<file path="src/rtl/prog_loader_if.sv">
// Byte-stream and program-memory write signals of the boot loader.
// master = upstream byte source / observer, slave = the loader itself.
interface prog_loader_if;
    logic       i_start;
    logic       i_valid;
    logic [7:0] i_data;
    logic       o_ready;
    logic       o_mem_we;
    logic [3:0] o_mem_addr;
    logic [7:0] o_mem_data;
    logic       o_cpu_run;
    logic       o_busy;
    logic       o_err;

    modport master (
        output i_start, i_valid, i_data,
        input  o_ready, o_mem_we, o_mem_addr, o_mem_data, o_cpu_run, o_busy, o_err
    );

    modport slave (
        input  i_start, i_valid, i_data,
        output o_ready, o_mem_we, o_mem_addr, o_mem_data, o_cpu_run, o_busy, o_err
    );
endinterface

</file>
<file path="src/rtl/prog_loader.sv">
// Boot loader: header (MAGIC | N-1), N program bytes written to a 16x8 memory,
// then an 8-bit additive checksum; releases the CPU only on a matching checksum.
module prog_loader #(
    parameter logic [3:0] MAGIC = 4'hA
) (
    input logic          i_clk,
    input logic          i_rst,
    prog_loader_if.slave bus
);
    typedef enum logic [2:0] {
        S_IDLE, S_HDR, S_DATA, S_WR, S_CSUM, S_RUN, S_ERR
    } state_t;

    state_t     state_q, state_d;
    logic [3:0] cnt_q,   cnt_d;
    logic [3:0] last_q,  last_d;
    logic [7:0] sum_q,   sum_d;
    logic [3:0] addr_q,  addr_d;
    logic [7:0] data_q,  data_d;
    logic       ready;
    logic       accept;

    assign ready  = (state_q == S_HDR) || (state_q == S_DATA) || (state_q == S_CSUM);
    assign accept = ready && bus.i_valid;

    always_ff @(posedge i_clk or posedge i_rst) begin
        if (i_rst) begin
            state_q <= S_IDLE;
            cnt_q   <= '0;
            last_q  <= '0;
            sum_q   <= '0;
            addr_q  <= '0;
            data_q  <= '0;
        end else begin
            state_q <= state_d;
            cnt_q   <= cnt_d;
            last_q  <= last_d;
            sum_q   <= sum_d;
            addr_q  <= addr_d;
            data_q  <= data_d;
        end
    end

    always_comb begin
        state_d = state_q;
        cnt_d   = cnt_q;
        last_d  = last_q;
        sum_d   = sum_q;
        addr_d  = addr_q;
        data_d  = data_q;
        case (state_q)
            S_IDLE, S_RUN, S_ERR: begin
                if (bus.i_start) begin
                    state_d = S_HDR;
                    cnt_d   = '0;
                    sum_d   = '0;
                end
            end
            S_HDR: begin
                if (accept) begin
                    if (bus.i_data[7:4] == MAGIC) begin
                        last_d  = bus.i_data[3:0];
                        state_d = S_DATA;
                    end else begin
                        state_d = S_ERR;
                    end
                end
            end
            S_DATA: begin
                // Write address/data are registered here so they stay put after the strobe.
                if (accept) begin
                    addr_d  = cnt_q;
                    data_d  = bus.i_data;
                    state_d = S_WR;
                end
            end
            S_WR: begin
                sum_d   = sum_q + data_q;
                cnt_d   = cnt_q + 4'd1;
                state_d = (cnt_q == last_q) ? S_CSUM : S_DATA;
            end
            S_CSUM: begin
                if (accept) begin
                    state_d = (bus.i_data == sum_q) ? S_RUN : S_ERR;
                end
            end
            default: state_d = S_IDLE;
        endcase
    end

    assign bus.o_ready    = ready;
    assign bus.o_mem_we   = (state_q == S_WR);
    assign bus.o_mem_addr = addr_q;
    assign bus.o_mem_data = data_q;
    assign bus.o_cpu_run  = (state_q == S_RUN);
    assign bus.o_busy     = (state_q == S_HDR) || (state_q == S_DATA) ||
                            (state_q == S_WR)  || (state_q == S_CSUM);
    assign bus.o_err      = (state_q == S_ERR);
endmodule

</file>
<file path="src/flat_wrapper.sv">
// flat-port wrapper written by rule: the top's interface ports become plain ports
module prog_loader_flat 
#(
    parameter logic [3:0] MAGIC = 4'hA
)
  (i_clk, i_rst, bus_i_start, bus_i_valid, bus_i_data, bus_o_ready, bus_o_mem_we, bus_o_mem_addr, bus_o_mem_data, bus_o_cpu_run, bus_o_busy, bus_o_err);
  prog_loader_if bus_i ();
  input logic i_clk;
  input logic i_rst;
  input wire logic [$bits(bus_i.i_start)-1:0] bus_i_start;
  input wire logic [$bits(bus_i.i_valid)-1:0] bus_i_valid;
  input wire logic [$bits(bus_i.i_data)-1:0] bus_i_data;
  output wire logic [$bits(bus_i.o_ready)-1:0] bus_o_ready;
  output wire logic [$bits(bus_i.o_mem_we)-1:0] bus_o_mem_we;
  output wire logic [$bits(bus_i.o_mem_addr)-1:0] bus_o_mem_addr;
  output wire logic [$bits(bus_i.o_mem_data)-1:0] bus_o_mem_data;
  output wire logic [$bits(bus_i.o_cpu_run)-1:0] bus_o_cpu_run;
  output wire logic [$bits(bus_i.o_busy)-1:0] bus_o_busy;
  output wire logic [$bits(bus_i.o_err)-1:0] bus_o_err;
  assign bus_i.i_start = bus_i_start;
  assign bus_i.i_valid = bus_i_valid;
  assign bus_i.i_data = bus_i_data;
  assign bus_o_ready = bus_i.o_ready;
  assign bus_o_mem_we = bus_i.o_mem_we;
  assign bus_o_mem_addr = bus_i.o_mem_addr;
  assign bus_o_mem_data = bus_i.o_mem_data;
  assign bus_o_cpu_run = bus_i.o_cpu_run;
  assign bus_o_busy = bus_i.o_busy;
  assign bus_o_err = bus_i.o_err;
  prog_loader #(.MAGIC(MAGIC)) u_core (.i_clk(i_clk), .i_rst(i_rst), .bus(bus_i));
endmodule
</file>
<file path="config.mk">
export PLATFORM = sky130hd
export DESIGN_NAME = prog_loader_flat
export DESIGN_NICKNAME = d
export VERILOG_FILES = /design/src/rtl/prog_loader_if.sv /design/src/rtl/prog_loader.sv /design/src/flat_wrapper.sv
export SDC_FILE = /design/constraint.sdc
export NUM_CORES = 1
export LEC_CHECK = 0
export CORE_MARGIN = 5
export CORE_UTILIZATION = 53
export DETAILED_ROUTE_END_ITERATION = 16
export MAX_ROUTING_LAYER = met4
export PLACE_DENSITY = 0.87
export SETUP_SLACK_MARGIN = 0.2
export SLEW_MARGIN = 20
export SYNTH_ARGS = -nofsm -noshare
export SYNTH_HDL_FRONTEND = slang
export SYNTH_SLANG_ARGS = --single-unit
</file>
<file path="constraint.sdc">
create_clock -name i_clk -period 2.5 [get_ports i_clk]
set_clock_uncertainty 0.05 [all_clocks]
set_input_delay 0.5 -clock i_clk [delete_from_list [all_inputs] [get_ports i_clk]]
set_output_delay 0.5 -clock i_clk [all_outputs]
set_load 0.05 [all_outputs]
</file>
==> metrics, run 1 <==
area post-placement between 2000 and 2500 µm²; NumNets Final ~230; Die Y about 69 µm; Distinct cells, synth 46; clock sink total 31; outcome completed; CP Buf/Inv Count 1; Mapped Area between 1500 and 2000 µm²; Initial Utilization 54.9%; r2r setup slk roughly 410 ps; largest net degree at the start of global routing 32; clock-pin slew on the worst setup and hold paths around 110 ps; crit path time final approximately 2200 ps; initial antenna violation count 0; Ys Warns 0; first-iteration detailed-routing DRC count 62; worst-margin pin slew 549 ps; Worst Setup SP u_core.state_q[2]$_DFFE_PP0P_; Final Hold Fails 0; P_leak 1.06 nW; CTS tree built; design area 2350 µm²; first-pass GRT wire length 7130 µm; Layout Utilization between 70% and 80%; Final Power between 3 and 4 mW; # diodes 0; commonest non-fill, non-tap cells in the layout 28 x dfrtp_1, 23 x clkdlybuf4s50_1, 15 x mux2_2; share of cells above drive strength 1 26.1%; FMAX between 400 and 500 MHz; cts bufs inserted 5; WS Path Type reg -> out; worst-path fanout max 6; reg2reg end u_core.sum_q[6]$_DFFE_PP0P_; CP max stage cell dfrtp_2; Levels on crit path 5; CTS Hold Bufs 0; Longest Clk Path Bufs 2; Pins Over Slew Limit 0; clk root buf clkbuf_4; vias in the first global route about 1500; Pre-Repair DR Iteration Count 4; headroom to the max-slew limit between 60% and 70%; Antenna Nets Post-Route 0; Setup crit end kind output pin; maxcap violations 0; delay of the slowest cell on the worst path 470 ps; P&R area growth vs syn 28.1%; worst hold slack between 400 and 500 ps; total gr overflow 0; Critical Path Source Type register; hpwl dp 3070 µm; Post-Syn Instances about 170; Reg2Reg Depth 8; routability cong. about 0.87; unrepaired setup endpoints after global routing no; Hold Path Class reg -> reg; vias per inst between 5 and 6; syn_area_per_cell 10.9 µm²; CP cell instances nor2b_4, nor2_4, o21ai_2, or2_2, buf_12; ys async rst share between 90% and 100%; Top FF cell, synth dfrtp_1; number of buffers added on ports 28; Syn Nets around 190; Std-Cell Rows 21; final setup vio count 0; Peak VDD IR 0.776 mV; worst skew pair latency 340 ps; drt wl/cell between 15 and 20 µm; I/O pin cnt 29; delay-heaviest family, CP simple AND/OR/NAND/NOR gates; Tot GR Track Use roughly 22%; flops & latches, synth 31; die area around 4700 µm²; Chip Width ~69 µm; PwrDens around 1500 nW/µm²; Setup crit end bus_o_busy; DRC Markers 0; final wirelength approximately 4100 µm; most common cell after layout, fill and taps aside dfrtp_1; TNS Setup 0 ps; Required @ worst endpoint 1950 ps; crit share post-route 88.0%; register area share after synthesis a little over two fifths; Critical R2R Launch u_core.sum_q[0]$_DFFE_PP0P_; critical path arrival roughly 1700 ps; Post-synth EDFFs 0; Core ar. about 3300 µm²; via count 1437; CTS HTree Levels 2
==> state kept, by name, summed over array words and instances (netlist names) <==
| signal | cells |
|---|---|
| u_core.last_q | 4 |
| u_core.bus.o_mem_addr | 4 |
| u_core.cnt_q | 4 |
| u_core.sum_q | 8 |
| u_core.state_q | 3 |
| u_core.bus.o_mem_data | 8 |
==> final cells by class <==
cell class	instances	area (µm²)
flip-flops and latches	31	779
fillers	265	990
multi-input cells	126	1010
inverters	7	26.3
clock inverters	2	35.0
repair buffers	35	383
well taps	46	57.6
clock buffers	6	51.3
==> synth_stat cells (all sizes together), types with 2 or more instances <==
library cell	n	area share, %
a22o	3	1.4
ha	8	5.5
nand4	3	1.0
and3	4	1.6
nand2	15	3.1
buf	4	2.1
a31oi	4	2.5
a211oi	2	0.82
a21oi	9	2.5
nor2	5	1.4
xnor2	10	4.8
mux2	16	9.8
or2	2	0.82
nor2b	3	1.4
o21ai	9	2.5
dfrtp	31	42
o22ai	4	1.7
nor3	4	1.1
inv	6	1.2
o21a	2	0.82
a21o	2	0.82
o211ai	2	0.82
xor2	8	3.8
==> per-layer routing <==
| metal | share of wire [%] | vias to the layer above | GRT usage, % | wire [µm] |
|---|---|---|---|---|
| met5 | 0 | - | - | 0 |
| met4 | 2.7 | 0 | 9.73 | 110 |
| met3 | 5.0 | 12 | 5.19 | 207 |
| met2 | 50 | 44 | 32.9 | 2050 |
| met1 | 43 | 700 | 27.4 | 1770 |
| li1 | - | 681 | - | - |
==> cell families after synthesis <==
logic type               after synthesis  synth area share, %
flip-flops                            31                 42.3
AND/OR/NAND/NOR                       40                 12.3
multiplexers                          17                 10.4
adder cells (fa/ha/maj)                9                 6.55
buffers and inverters                 11                 3.55
AO/OA/AOI/OAI                         42                 16.3
XOR/XNOR                              18                 8.60
==> stage by stage <==
| step | std cells | worst slack (ps) |
|---|---|---|
| CTS | 253 | 228 |
| global placement | 240 | 373 |
| finish | 253 | 301 |
| detailed placement | 240 | 316 |
| floorplan | 168 | 264 |
| global route | 253 | 211 |
==> what timing repair did <==
action                                  4_1_cts  5_1_grt
gates resized for setup                       5        4
setup buffers                                 5        0
endpoints found under the setup margin        2        3
==> how the worst min path moves through the flow <==
stage          slack (ps)                                  from                                   end  cells after the start
5_1_grt               480  u_core.bus.o_mem_addr[1]$_DFFE_PP0P_  u_core.bus.o_mem_addr[1]$_DFFE_PP0P_                      1
3_3_place_gp          430  u_core.bus.o_mem_addr[1]$_DFFE_PP0P_  u_core.bus.o_mem_addr[1]$_DFFE_PP0P_                      1
2_1_floorplan         450           u_core.sum_q[2]$_DFFE_PP0P_           u_core.sum_q[2]$_DFFE_PP0P_                      2
3_5_place_dp          440  u_core.bus.o_mem_addr[1]$_DFFE_PP0P_  u_core.bus.o_mem_addr[1]$_DFFE_PP0P_                      1
4_1_cts               460  u_core.bus.o_mem_addr[1]$_DFFE_PP0P_  u_core.bus.o_mem_addr[1]$_DFFE_PP0P_                      1
6_report              450  u_core.bus.o_mem_addr[1]$_DFFE_PP0P_  u_core.bus.o_mem_addr[1]$_DFFE_PP0P_                      1
==> report_power, final <==
| part | total [mW] | internal (mW) | switching [mW] |
|---|---|---|---|
| clock | 0.414 | 0.236 | 0.178 |
| sequential | 0.899 | 0.690 | 0.209 |
| combinational | 2.09 | 0.922 | 1.17 |
(Power assumes the default switching activity.)
==> run 2: changes to the inputs <==
CORE_MARGIN = default   (was 5)
SLEW_MARGIN = default   (was 20)
==> run 2 against run 1 <==
Worst hold slack gained 8.8 ps. Sequential power shrank 0.9%. Total power shrank 3.0%. Sequential share of layout area grew 0.50 points. Cell area shrank 1.7%. Die area shrank 22%. Global-route usage grew 4.9 points. Via count grew 1.7%. Largest cell class unchanged. Cell count is the same.
==> metrics, run 2 (same netlist as run 1, synthesis figures left out) <==
outcome completed (unchanged); worst hold slack 458 ps (was 449 ps); final wirelength 4240 µm (was 4140 µm); Required @ worst endpoint 1950 ps (about the same); total gr overflow 0 (unchanged); FMAX 444 MHz (was 455 MHz); # placed instances 239 (was 240); Place WS 348 ps (was 316 ps); P_leak 1.04 nW (was 1.06 nW); routability cong. 0.922 (was 0.871); Std-Cell Rows 20 (was 21); Tot GR Track Use 26.5% (was 21.6%); Pins Over Slew Limit 0 (unchanged); worst skew pair latency 350 ps (was 340 ps); clk root buf clkbuf_4 (unchanged); first-iteration detailed-routing DRC count 58 (was 62); drt wl/cell 16.8 µm (was 16.3 µm); CTS tree built (unchanged); CTS Hold Bufs 0 (unchanged); maxcap violations 0 (unchanged); unrepaired setup endpoints after global routing no (unchanged); P&R area growth vs syn 25.9% (was 28.1%); PnR worst setup slack 247 ps (was 301 ps); NumNets Final 229 (was 227); Final Hold Fails 0 (unchanged); vias in the first global route 1505 (was 1480); vias per inst 5.78 (was 5.68); final setup vio count 0 (unchanged); DRC Markers 0 (unchanged); critical path arrival 1700 ps (was 1650 ps); fill count 251 (was 265); Die Y 60.8 µm (was 68.8 µm); I/O pin cnt 29 (unchanged); Antenna Nets Post-Route 0 (unchanged); commonest non-fill, non-tap cells in the layout 29 x dfrtp_1, 23 x clkdlybuf4s50_1, 15 x mux2_2 (was 28 x dfrtp_1, 23 x clkdlybuf4s50_1, 15 x mux2_2); Hold Path Class reg -> reg (unchanged); clock-pin slew on the worst setup and hold paths 110 ps (about the same); clock sink total 31 (unchanged); PwrDens 1430 nW/µm² (was 1450 nW/µm²); Pre-Repair DR Iteration Count 4 (unchanged); cts bufs inserted 5 (unchanged); worst-margin pin slew 501 ps (was 549 ps); CTS HTree Levels 2 (unchanged); crit share post-route 90.1% (was 88.0%); TNS Setup 0 ps (unchanged); via count 1462 (was 1437); die area 3700 µm² (was 4730 µm²); initial antenna violation count 0 (unchanged); number of buffers added on ports 28 (unchanged); Initial Utilization 57.7% (was 54.9%); headroom to the max-slew limit 66.5% (was 63.1%); WS Path Type reg -> out (unchanged); share of cells above drive strength 1 25.4% (was 26.1%); # diodes 0 (unchanged); hpwl dp 3040 µm (was 3070 µm); most common cell after layout, fill and taps aside dfrtp_1 (unchanged); Longest Clk Path Bufs 2 (unchanged); Chip Width 60.8 µm (was 68.8 µm); largest net degree at the start of global routing 32 (unchanged); Core ar. 3180 µm² (was 3340 µm²); Setup crit end kind output pin (unchanged); worst-path fanout max 7 (was 6); Peak VDD IR 0.877 mV (was 0.776 mV); crit path time final 2250 ps (was 2200 ps); first-pass GRT wire length 6760 µm (was 7130 µm); Critical Path Source Type register (unchanged); post-route insts no fill 253 (unchanged)
## run 2: cell type report
cell class / count / area, µm² / share of cell area, %
Multi-Input combinational cell: 126 / 1010 / 43.6
Sequential cell: 31 / 778 / 33.7
Timing Repair Buffer: 37 / 385 / 16.7
Tap cell: 44 / 55.1 / 2.38
Clock buffer: 5 / 37.5 / 1.63
Inverter: 7 / 26.3 / 1.14
Clock inverter: 3 / 20.0 / 0.867
## run 2: what timing repair did
item,in CTS,in global routing
endpoints found under the setup margin,2,1
resized for setup,4,1
pin swaps,0,0
setup buffers,6,0
## run 2: path summary, 6_finish.rpt
check,startpoint,to,slack (ps),cells past startpoint
setup / recovery,u_core.state_q[1]$_DFFE_PP0P_,bus_o_busy,250,6
hold / removal,u_core.bus.o_mem_addr[1]$_DFFE_PP0P_,u_core.bus.o_mem_addr[1]$_DFFE_PP0P_,460,1
setup reg to reg,u_core.sum_q[0]$_DFFE_PP0P_,u_core.sum_q[6]$_DFFE_PP0P_,310,8
hold reg to reg,u_core.bus.o_mem_addr[1]$_DFFE_PP0P_,u_core.bus.o_mem_addr[1]$_DFFE_PP0P_,460,1
max in group asynchronous,i_rst,u_core.state_q[1]$_DFFE_PP0P_,1610,3
min in group asynchronous,i_rst,u_core.bus.o_mem_addr[2]$_DFFE_PP0P_,480,3
## run 2: routing by layer
metal / GRT usage [%] / vias to the layer above / routed length, µm
li1: - / 695 / -
met1: 31.3 / 726 / 1880
met2: 43.6 / 33 / 2150
met3: 6.82 / 8 / 139
met4: 9.74 / 0 / 70
met5: - / - / 0
## run 2: power breakdown
| part | switching, mW | leakage, nW | internal, mW | total, mW |
|---|---|---|---|---|
| clock network | 0.194 | 0.0272 | 0.107 | 0.301 |
| logic | 1.20 | 0.617 | 0.916 | 2.11 |
| registers | 0.204 | 0.398 | 0.688 | 0.891 |
## run 2: critical path: stages (launching register included)
cell and delay, ps:
dfrtp_2 450, inv_2 110, nor2_4 70, nand2_2 150
inv_1 100, or2_2 330, buf_12 160
## run 2: through the flow
stage | instance area [µm²] | util, % | power [mW]
finish | 2310 | 72.6 | 3.30
global route | 2310 | 72.6 | 3.49
CTS | 2300 | 72.5 | 3.28
detailed placement | 2190 | 69.0 | 2.90
global placement | 2190 | 69.0 | 2.82
floorplan | 1840 | - | 2.29
==> run 3: changes to the inputs <==
TNS_END_PERCENT = 100   (was default)
==> results of run 3 <==
The final DEF is identical to that of run 2; final timing and power are the same.
